## src/rtl/sentinel_entropy_health_monitor.sv

```systemverilog
// sentinel_entropy_health_monitor
//   Root-of-trust gate between the ring-oscillator entropy harvester and the
//   QRNG conditioner. Each captured raw word is scanned one bit per cycle,
//   MSB first. Two continuous health tests run during the scan:
//     - Repetition Count Test (RCT): run of identical consecutive bits.
//     - Adaptive Proportion Test (APT): within each word-aligned window,
//       count of bits equal to the window's first bit.
//   A word that survives the whole scan is offered on a valid/ready
//   handshake. A failing word is dropped and pulses health_fail. Enough
//   consecutive failures latch a sticky alarm that only clear_alarm releases.
//
// Ports
//   clk, rst_n      clock, asynchronous active-low reset
//   raw_entropy     raw word from harvester
//   raw_valid       harvester word available (level)
//   seed_out        last health-tested word (held after transfer)
//   seed_valid      seed_out offered to consumer
//   seed_ready      consumer accepts seed_out
//   clear_alarm     pulse, leaves ALARM (ignored elsewhere)
//   health_fail     one-cycle pulse per failed word
//   alarm           sticky health alarm
//   fail_count      total failed words, saturating
//   busy            not in IDLE
module sentinel_entropy_health_monitor #(
  parameter int SEED_WIDTH      = 256,
  parameter int RCT_CUTOFF      = 32,
  parameter int APT_WINDOW      = 64,
  parameter int APT_CUTOFF      = 50,
  parameter int ALARM_THRESHOLD = 3
) (
  input  logic                  clk,
  input  logic                  rst_n,
  input  logic [SEED_WIDTH-1:0] raw_entropy,
  input  logic                  raw_valid,
  output logic [SEED_WIDTH-1:0] seed_out,
  output logic                  seed_valid,
  input  logic                  seed_ready,
  input  logic                  clear_alarm,
  output logic                  health_fail,
  output logic                  alarm,
  output logic [15:0]           fail_count,
  output logic                  busy
);

  localparam int CW = $clog2(SEED_WIDTH + 1);
  localparam int RW = $clog2(RCT_CUTOFF + 1);
  localparam int AW = $clog2(APT_CUTOFF + 1);
  localparam int WW = $clog2(APT_WINDOW);
  localparam int FW = $clog2(ALARM_THRESHOLD + 1);

  typedef enum logic [1:0] {IDLE, SCAN, OFFER, ALARM} state_e;

  state_e                state_q, state_d;
  logic [SEED_WIDTH-1:0] work_q, work_d;
  logic [SEED_WIDTH-1:0] seed_q, seed_d;
  logic                  seed_valid_q, seed_valid_d;
  logic                  health_fail_q, health_fail_d;
  logic                  alarm_q, alarm_d;
  logic [15:0]           fail_count_q, fail_count_d;
  logic [FW-1:0]         consec_q, consec_d;
  logic [CW-1:0]         bitcnt_q, bitcnt_d;
  logic [WW-1:0]         win_q, win_d;
  logic [RW-1:0]         run_q, run_d;
  logic                  prev_q, prev_d;
  logic                  apt_ref_q, apt_ref_d;
  logic [AW-1:0]         apt_cnt_q, apt_cnt_d;

  logic          cur_bit;
  logic          test_fail;
  logic [FW-1:0] consec_inc;

  // The work register rotates left once per scanned bit, so the bit under
  // test is always the MSB and after a full scan it holds the original word.
  assign cur_bit = work_q[SEED_WIDTH-1];

  // Test counters are registered; the verdict on bit k is taken on the edge
  // after bit k was accumulated, which also aborts the scan at that bit.
  assign test_fail = (run_q == RW'(RCT_CUTOFF)) || (apt_cnt_q == AW'(APT_CUTOFF));

  assign consec_inc = (consec_q == FW'(ALARM_THRESHOLD)) ? consec_q : consec_q + 1'b1;

  always_comb begin
    state_d       = state_q;
    work_d        = work_q;
    seed_d        = seed_q;
    seed_valid_d  = seed_valid_q;
    health_fail_d = 1'b0;
    alarm_d       = alarm_q;
    fail_count_d  = fail_count_q;
    consec_d      = consec_q;
    bitcnt_d      = bitcnt_q;
    win_d         = win_q;
    run_d         = run_q;
    prev_d        = prev_q;
    apt_ref_d     = apt_ref_q;
    apt_cnt_d     = apt_cnt_q;

    unique case (state_q)
      IDLE: begin
        if (raw_valid) begin
          work_d    = raw_entropy;
          bitcnt_d  = '0;
          win_d     = '0;
          run_d     = '0;
          apt_cnt_d = '0;
          state_d   = SCAN;
        end
      end

      SCAN: begin
        if (test_fail) begin
          health_fail_d = 1'b1;
          fail_count_d  = (fail_count_q == 16'hFFFF) ? fail_count_q : fail_count_q + 16'd1;
          consec_d      = consec_inc;
          if (consec_inc >= FW'(ALARM_THRESHOLD)) begin
            alarm_d = 1'b1;
            state_d = ALARM;
          end else begin
            state_d = IDLE;
          end
        end else if (bitcnt_q == CW'(SEED_WIDTH)) begin
          seed_d       = work_q;
          seed_valid_d = 1'b1;
          consec_d     = '0;
          state_d      = OFFER;
        end else begin
          work_d   = {work_q[SEED_WIDTH-2:0], work_q[SEED_WIDTH-1]};
          bitcnt_d = bitcnt_q + 1'b1;
          prev_d   = cur_bit;
          // Runs restart at the first bit of every word.
          run_d    = ((bitcnt_q == '0) || (cur_bit != prev_q)) ? RW'(1) : run_q + 1'b1;
          win_d    = (win_q == WW'(APT_WINDOW - 1)) ? '0 : win_q + 1'b1;
          if (win_q == '0) begin
            apt_ref_d = cur_bit;
            apt_cnt_d = AW'(1);
          end else if (cur_bit == apt_ref_q) begin
            apt_cnt_d = apt_cnt_q + 1'b1;
          end
        end
      end

      OFFER: begin
        if (seed_ready) begin
          seed_valid_d = 1'b0;
          state_d      = IDLE;
        end
      end

      ALARM: begin
        if (clear_alarm) begin
          alarm_d  = 1'b0;
          consec_d = '0;
          state_d  = IDLE;
        end
      end

      default: state_d = IDLE;
    endcase
  end

  always_ff @(posedge clk or negedge rst_n) begin
    if (!rst_n) begin
      state_q       <= IDLE;
      work_q        <= '0;
      seed_q        <= '0;
      seed_valid_q  <= 1'b0;
      health_fail_q <= 1'b0;
      alarm_q       <= 1'b0;
      fail_count_q  <= '0;
      consec_q      <= '0;
      bitcnt_q      <= '0;
      win_q         <= '0;
      run_q         <= '0;
      prev_q        <= 1'b0;
      apt_ref_q     <= 1'b0;
      apt_cnt_q     <= '0;
    end else begin
      state_q       <= state_d;
      work_q        <= work_d;
      seed_q        <= seed_d;
      seed_valid_q  <= seed_valid_d;
      health_fail_q <= health_fail_d;
      alarm_q       <= alarm_d;
      fail_count_q  <= fail_count_d;
      consec_q      <= consec_d;
      bitcnt_q      <= bitcnt_d;
      win_q         <= win_d;
      run_q         <= run_d;
      prev_q        <= prev_d;
      apt_ref_q     <= apt_ref_d;
      apt_cnt_q     <= apt_cnt_d;
    end
  end

  assign seed_out    = seed_q;
  assign seed_valid  = seed_valid_q;
  assign health_fail = health_fail_q;
  assign alarm       = alarm_q;
  assign fail_count  = fail_count_q;
  assign busy        = (state_q != IDLE);

endmodule
```

## config.mk

```make
export PLATFORM = sky130hd
export DESIGN_NAME = sentinel_entropy_health_monitor
export DESIGN_NICKNAME = d
export VERILOG_FILES = /design/src/rtl/sentinel_entropy_health_monitor.sv
export SDC_FILE = /design/constraint.sdc
export NUM_CORES = 1
export LEC_CHECK = 0
export BUFFER_PORTS_ARGS = -buffer_cell sky130_fd_sc_hd__buf_2
export CORE_ASPECT_RATIO = 1.1
export CORE_MARGIN = 2
export CORE_UTILIZATION = 30
export CTS_CLUSTER_SIZE = 24
export DETAILED_ROUTE_END_ITERATION = 7
export PLACE_DENSITY = 0.54
export SYNTH_ARGS = -nofsm -noshare
export SYNTH_HDL_FRONTEND = slang
export SYNTH_SLANG_ARGS = --single-unit
```

## constraint.sdc

```tcl
create_clock -name clk -period 6 [get_ports clk]
set_clock_uncertainty 0.1 [all_clocks]
set_input_delay 1.2 -clock clk [delete_from_list [all_inputs] [get_ports clk]]
set_output_delay 1.2 -clock clk [all_outputs]
set_load 0.01 [all_outputs]
```

Yosys cells after proc, flatten, opt, wreduce, memory -nomap -nowiden

Index checks and enable logic that the tools add are counted.
W data, S select, Z words.

Word-level logic and storage cells: 107
Output and inout bits: 276
Register bits: 564
Input bits: 261

$lt $le $gt $ge: 1
Bitwise gates (word level): 3
Multiplexer cells: 43
Add/sub/neg operators: 6
Equal/unequal tests: 21
Reduce and logical (&&, ||, !) cells: 19

Operators by type and width:

| operator                | number |
|---|---|
| $mux W256               | 3 |
| $pmux W256 S2           | 1 |
| $mux W6                 | 11 |
| $pmux W6 S2             | 3 |
| $mux W9                 | 3 |
| $reduce_and A4 Y1       | 5 |
| $add A6 B1 Y6 const B   | 3 |
| $eq A6 B6 Y1 const B    | 3 |
| $mux W2                 | 9 |
| $pmux W9 S2             | 1 |
| $add A16 B1 Y16 const B | 1 |
| $eq A16 B16 Y1 const B  | 1 |
| $ne A2 B2 Y1 const B    | 8 |
| $reduce_and A3 Y1       | 4 |
| $add A9 B1 Y9 const B   | 1 |
| $eq A9 B9 Y1 const B    | 1 |
| $logic_not A9 Y1        | 1 |
| $mux W1                 | 8 |
| $pmux W2 S4             | 1 |
| $reduce_bool A2 Y1      | 4 |
| $eq A2 B2 Y1 const B    | 3 |
| $logic_not A6 Y1        | 1 |
| $ne A3 B3 Y1 const B    | 2 |
| $reduce_and A5 Y1       | 1 |
| other kinds (10)        | 14 |

Longest topological paths before layout

Depth in word-level cells: 6
Gate-level depth with buffers: 11
Gate-level depth less buffers: 9

Least setup slack after synthesis

No wires, ideal clock.

Path kind: register to register
Start point: register bitcnt_q[3]
End point: register seed_q[226], in the netlist seed_out[226]
Buffers on the path: 2
Clock period less this slack: 2683 ps
Library setup time: 125 ps
Cell stages (with the launch flop): 7
Path slack: 3317 ps
Data arrival time: 2459 ps
Data required time: 5775 ps
Cell sequence: dfrtp_1 > or4_1 > or4_4 > nor3_2 > buf_2 > buf_2 > mux2_2

Word-level cells in the longest chain between the ends: 2

RTL lines:

| item                               | RTL line | text |
|---|---|---|
| from (decl)                        | 61       | `logic [CW-1:0] bitcnt_q, bitcnt_d;` |
| from (signal assigned)             | 186      | `bitcnt_q <= bitcnt_d;` |
| $eq A9 B9 Y1                       | 121      | `end else if (bitcnt_q == CW'(SEED_WIDTH)) begin` |
| $reduce_and A3 Y1 (no source line) | -        |  |
| to (signal assigned)               | 165      | `seed_q <= '0;` |
| to (signal assigned)               | 180      | `seed_q <= seed_d;` |
| to (decl)                          | 55       | `logic [SEED_WIDTH-1:0] seed_q, seed_d;` |

No other way between the ends.
A chain may end at the register's enable or synchronous reset.

Final worst setup path

Start point: register bitcnt_q[4]
End point: register seed_q[37], in the netlist seed_out[37]

Same word-level chain as after synthesis.

==> results.py <==
metrics = {
    "floorplan": {
        "die_w_um": 273,
        "start_util": 0.303,
        "io-pin-count": 537,
        "core-area_um2": 78900,
        "fp.dieH_um": 300,
        "die_area_um2": 82000,
        "rows": 108,
    },
    "detailed_routing": {
        "wirelength_um": 64000,
        "vias": 16400,
        "avgRoutedWirePerCell_um": 18.0,
        "drtAntennaViolNets": 0,
        "viasPerCell": 4.63,
        "drt-initial-drc-count": 940,
        "dr.pass1.iters": 5,
        "drc": 0,
    },
    "timing": {
        "hold_violations": 0,
        "setup_tns_ns": 0,
        "period_share": 0.585,
        "rsz0062_at_grt": "false",
        "max_freq_mhz": 285,
        "finalSetupViolCount": 0,
        "slew_headroom": 0.303,
        "worst_slack_ns": 2.49,
        "period_needed_ns": 3.51,
        "maxSlewViolCount": 0,
        "tightest_slew_ns": 1.05,
    },
    "place": {
        "portBuffers": 536,
        "dp_worst_setup_slack_ns": 2.55,
        "place_congestion": 0.838,
        "dp_hpwl_um": 43600,
    },
    "worst_setup_path": {
        "required_ns": 6.38,
        "cp.arrival_ns": 3.89,
        "cpMaxStageDelayCell": "or4_1",
        "worstPathCellList": "or4_1, or4_4, nor3_4, buf_12, mux2_2",
        "critPathMaxFanout": 127,
        "cp-start-kind": "register",
        "critPathCaptureType": "register",
        "critPathMaxStageDelay_ns": 0.57,
        "crit_type": "reg -> reg",
    },
    "cells_and_area": {
        "layout-drive-gt1-share": 0.373,
        "final_nets": 2719,
        "syn_to_final_growth_pct": 24.9,
    },
    "logic_synthesis": {
        "ys_ff_latch": 564,
        "yosys_warnings": 0,
        "ys.flop_type": "dfrtp_1",
        "postSynthAreaPerCell_um2": 12.3,
        "ys_seq_area_frac": 0.590,
        "ys_types": 55,
        "synthCells": 1943,
        "syn_nets": 2213,
        "synth_area_um2": 23900,
        "synth_edf_count": 0,
        "ys_async_sr_fraction": 1.00,
    },
    "clock_network": {
        "clk_pin_slew_ns": 0.05,
        "cts-resized-gates": 0,
        "cts_tree": "yes",
        "htreeDepth": 3,
        "clkSinkCount": 564,
        "cts_buffers": 67,
        "cts_hold_buf": 0,
        "cts.path.max_buffers": 3,
        "cts_root_buf": "clkbuf_16",
        "postCtsSetupRepairBufs": 0,
        "clkLatencyLatePin_ns": 0.62,
    },
    "worst_hold_path": {
        "min-delay-path-class": "reg -> reg",
    },
    "global_route": {
        "use_met2": 0.265,
        "grt_max_degree": 207,
        "grt_pass1_vias": 17600,
        "top_usage_layer": "met2",
        "grt_usage": 0.155,
        "grt_use_met1": 0.177,
        "grt_pass1_wl_um": 101000,
        "antenna_found_initial": 21,
        "grt_overflow_total": 0,
        "met3_usage": 0.0537,
    },
    "power_and_ir_drop": {
        "ir_drop_uv": 357,
        "power_density_nw_per_um2": 455,
        "p_leak_nw": 15.2,
    },
    "outcome": {
        "status": "finished, final reports clean",
    },
    "run": {
        "max_cap_viol_count": 0,
    },
}
[through the flow]
step / instance area [µm²] / total power (W) / hold WS (ns) / cells / utilization
floorplan: 23900 / 0.00856 / 0.338 / 1943 / -
global placement: 27500 / 0.00932 / 0.361 / 3425 / 0.349
detailed placement: 27500 / 0.00951 / 0.363 / 3425 / 0.349
CTS: 29900 / 0.0138 / 0.378 / 3544 / 0.378
global route: 29900 / 0.0146 / 0.391 / 3550 / 0.379
finish: 29900 / 0.0136 / 0.378 / 3551 / 0.379
[cells by family after synthesis]
group | after synthesis | synth area share
AND/OR/NAND/NOR | 373 | 0.0648
AO/OA/AOI/OAI | 329 | 0.0734
multiplexers | 515 | 0.229
adder cells (fa/ha/maj) | 9 | 0.00471
XOR/XNOR | 17 | 0.00622
flip-flops | 564 | 0.590
buffers and inverters | 136 | 0.0319
[state kept, by name (all words and copies together), names as in the netlist]
name         count
seed_out       256
consec_q         2
run_q            6
prev_q           1
health_fail      1
apt_cnt_q        6
work_q         256
bitcnt_q         9
apt_ref_q        1
seed_valid       1
alarm            1
state_q          2
win_q            6
fail_count      16
[cell type report]
type | instances | area [µm²]
diodes | 7 | 17.5
clock buffers | 91 | 1900
clock inverters | 28 | 439
fillers | 7755 | 49000
inverters | 16 | 60.1
multi-input cells | 1243 | 9060
flip-flops and latches | 564 | 14100
well taps | 1045 | 1310
repair buffers | 557 | 2990
[path summary, 6_finish.rpt]
kind / from / end / cells after the start / slack [ns]
worst min-delay path: run_q[5] / run_q[5] / 1 / 0.38
max in group asynchronous: rst_n / state_q[1] / 2 / 4.09
worst max-delay path: bitcnt_q[4] / seed_out[37] / 5 / 2.49
worst max register to register: bitcnt_q[4] / seed_out[37] / 5 / 2.49
worst min register to register: run_q[5] / run_q[5] / 1 / 0.38
min in group asynchronous: rst_n / work_q[128] / 1 / 0.48
[cell usage in the layout (no fill, tap or decap), types with 5 or more instances in the layout]
master	count
o31ai_1	11
nand3_1	21
and3_1	7
o21ai_0	87
bufinv_16	6
clkinv_2	11
buf_12	11
inv_1	15
buf_4	10
clkbuf_8	13
dfrtp_1	564
nand2_1	284
nand2b_1	5
or2_2	5
a21oi_1	9
ha_1	9
nor2_1	25
diode_2	7
mux2_2	258
mux2i_1	257
clkbuf_1	11
clkbuf_16	67
o21ai_1	200
xor2_1	8
buf_2	535
xnor2_1	9
[layer usage]
metal | routed length [µm] | share of wire | vias to the layer above
li1 | - | - | 7805
met1 | 25000 | 0.39 | 8063
met2 | 32200 | 0.50 | 422
met3 | 4950 | 0.077 | 113
met4 | 1740 | 0.027 | 24
met5 | 150 | 0.0023 | -
[critical path, delay by kind of cell (launching register included)]
family	cells	cell delay (ns)
simple gates	3	1.62
flops	1	0.43
buf+inv	1	0.51
mux	1	0.42
[where the power goes]
group	internal, W	switching, W	total [W]
registers	0.00474	0.000757	0.00550
clock network	0.00252	0.00171	0.00423
logic	0.00158	0.00230	0.00388
[cell usage after synthesis (4+ instances only)]
master,instances,area share
nand3_1,21,0.0044
and2_1,4,0.0010
and3_1,7,0.0018
nand2_1,284,0.045
xnor2_1,9,0.0033
or2_2,5,0.0013
o21ai_1,200,0.042
o31ai_1,11,0.0035
clkbuf_2,10,0.0021
mux2_2,258,0.12
buf_2,36,0.0075
a21oi_1,9,0.0019
inv_1,15,0.0024
clkbuf_1,45,0.0071
xor2_1,8,0.0029
buf_6,23,0.011
mux2i_1,257,0.11
o21ai_0,87,0.018
nor2_1,25,0.0039
nand2b_1,5,0.0013
ha_1,9,0.0047
dfrtp_1,564,0.59
nor2b_1,5,0.0013
(Power assumes the default switching activity.)
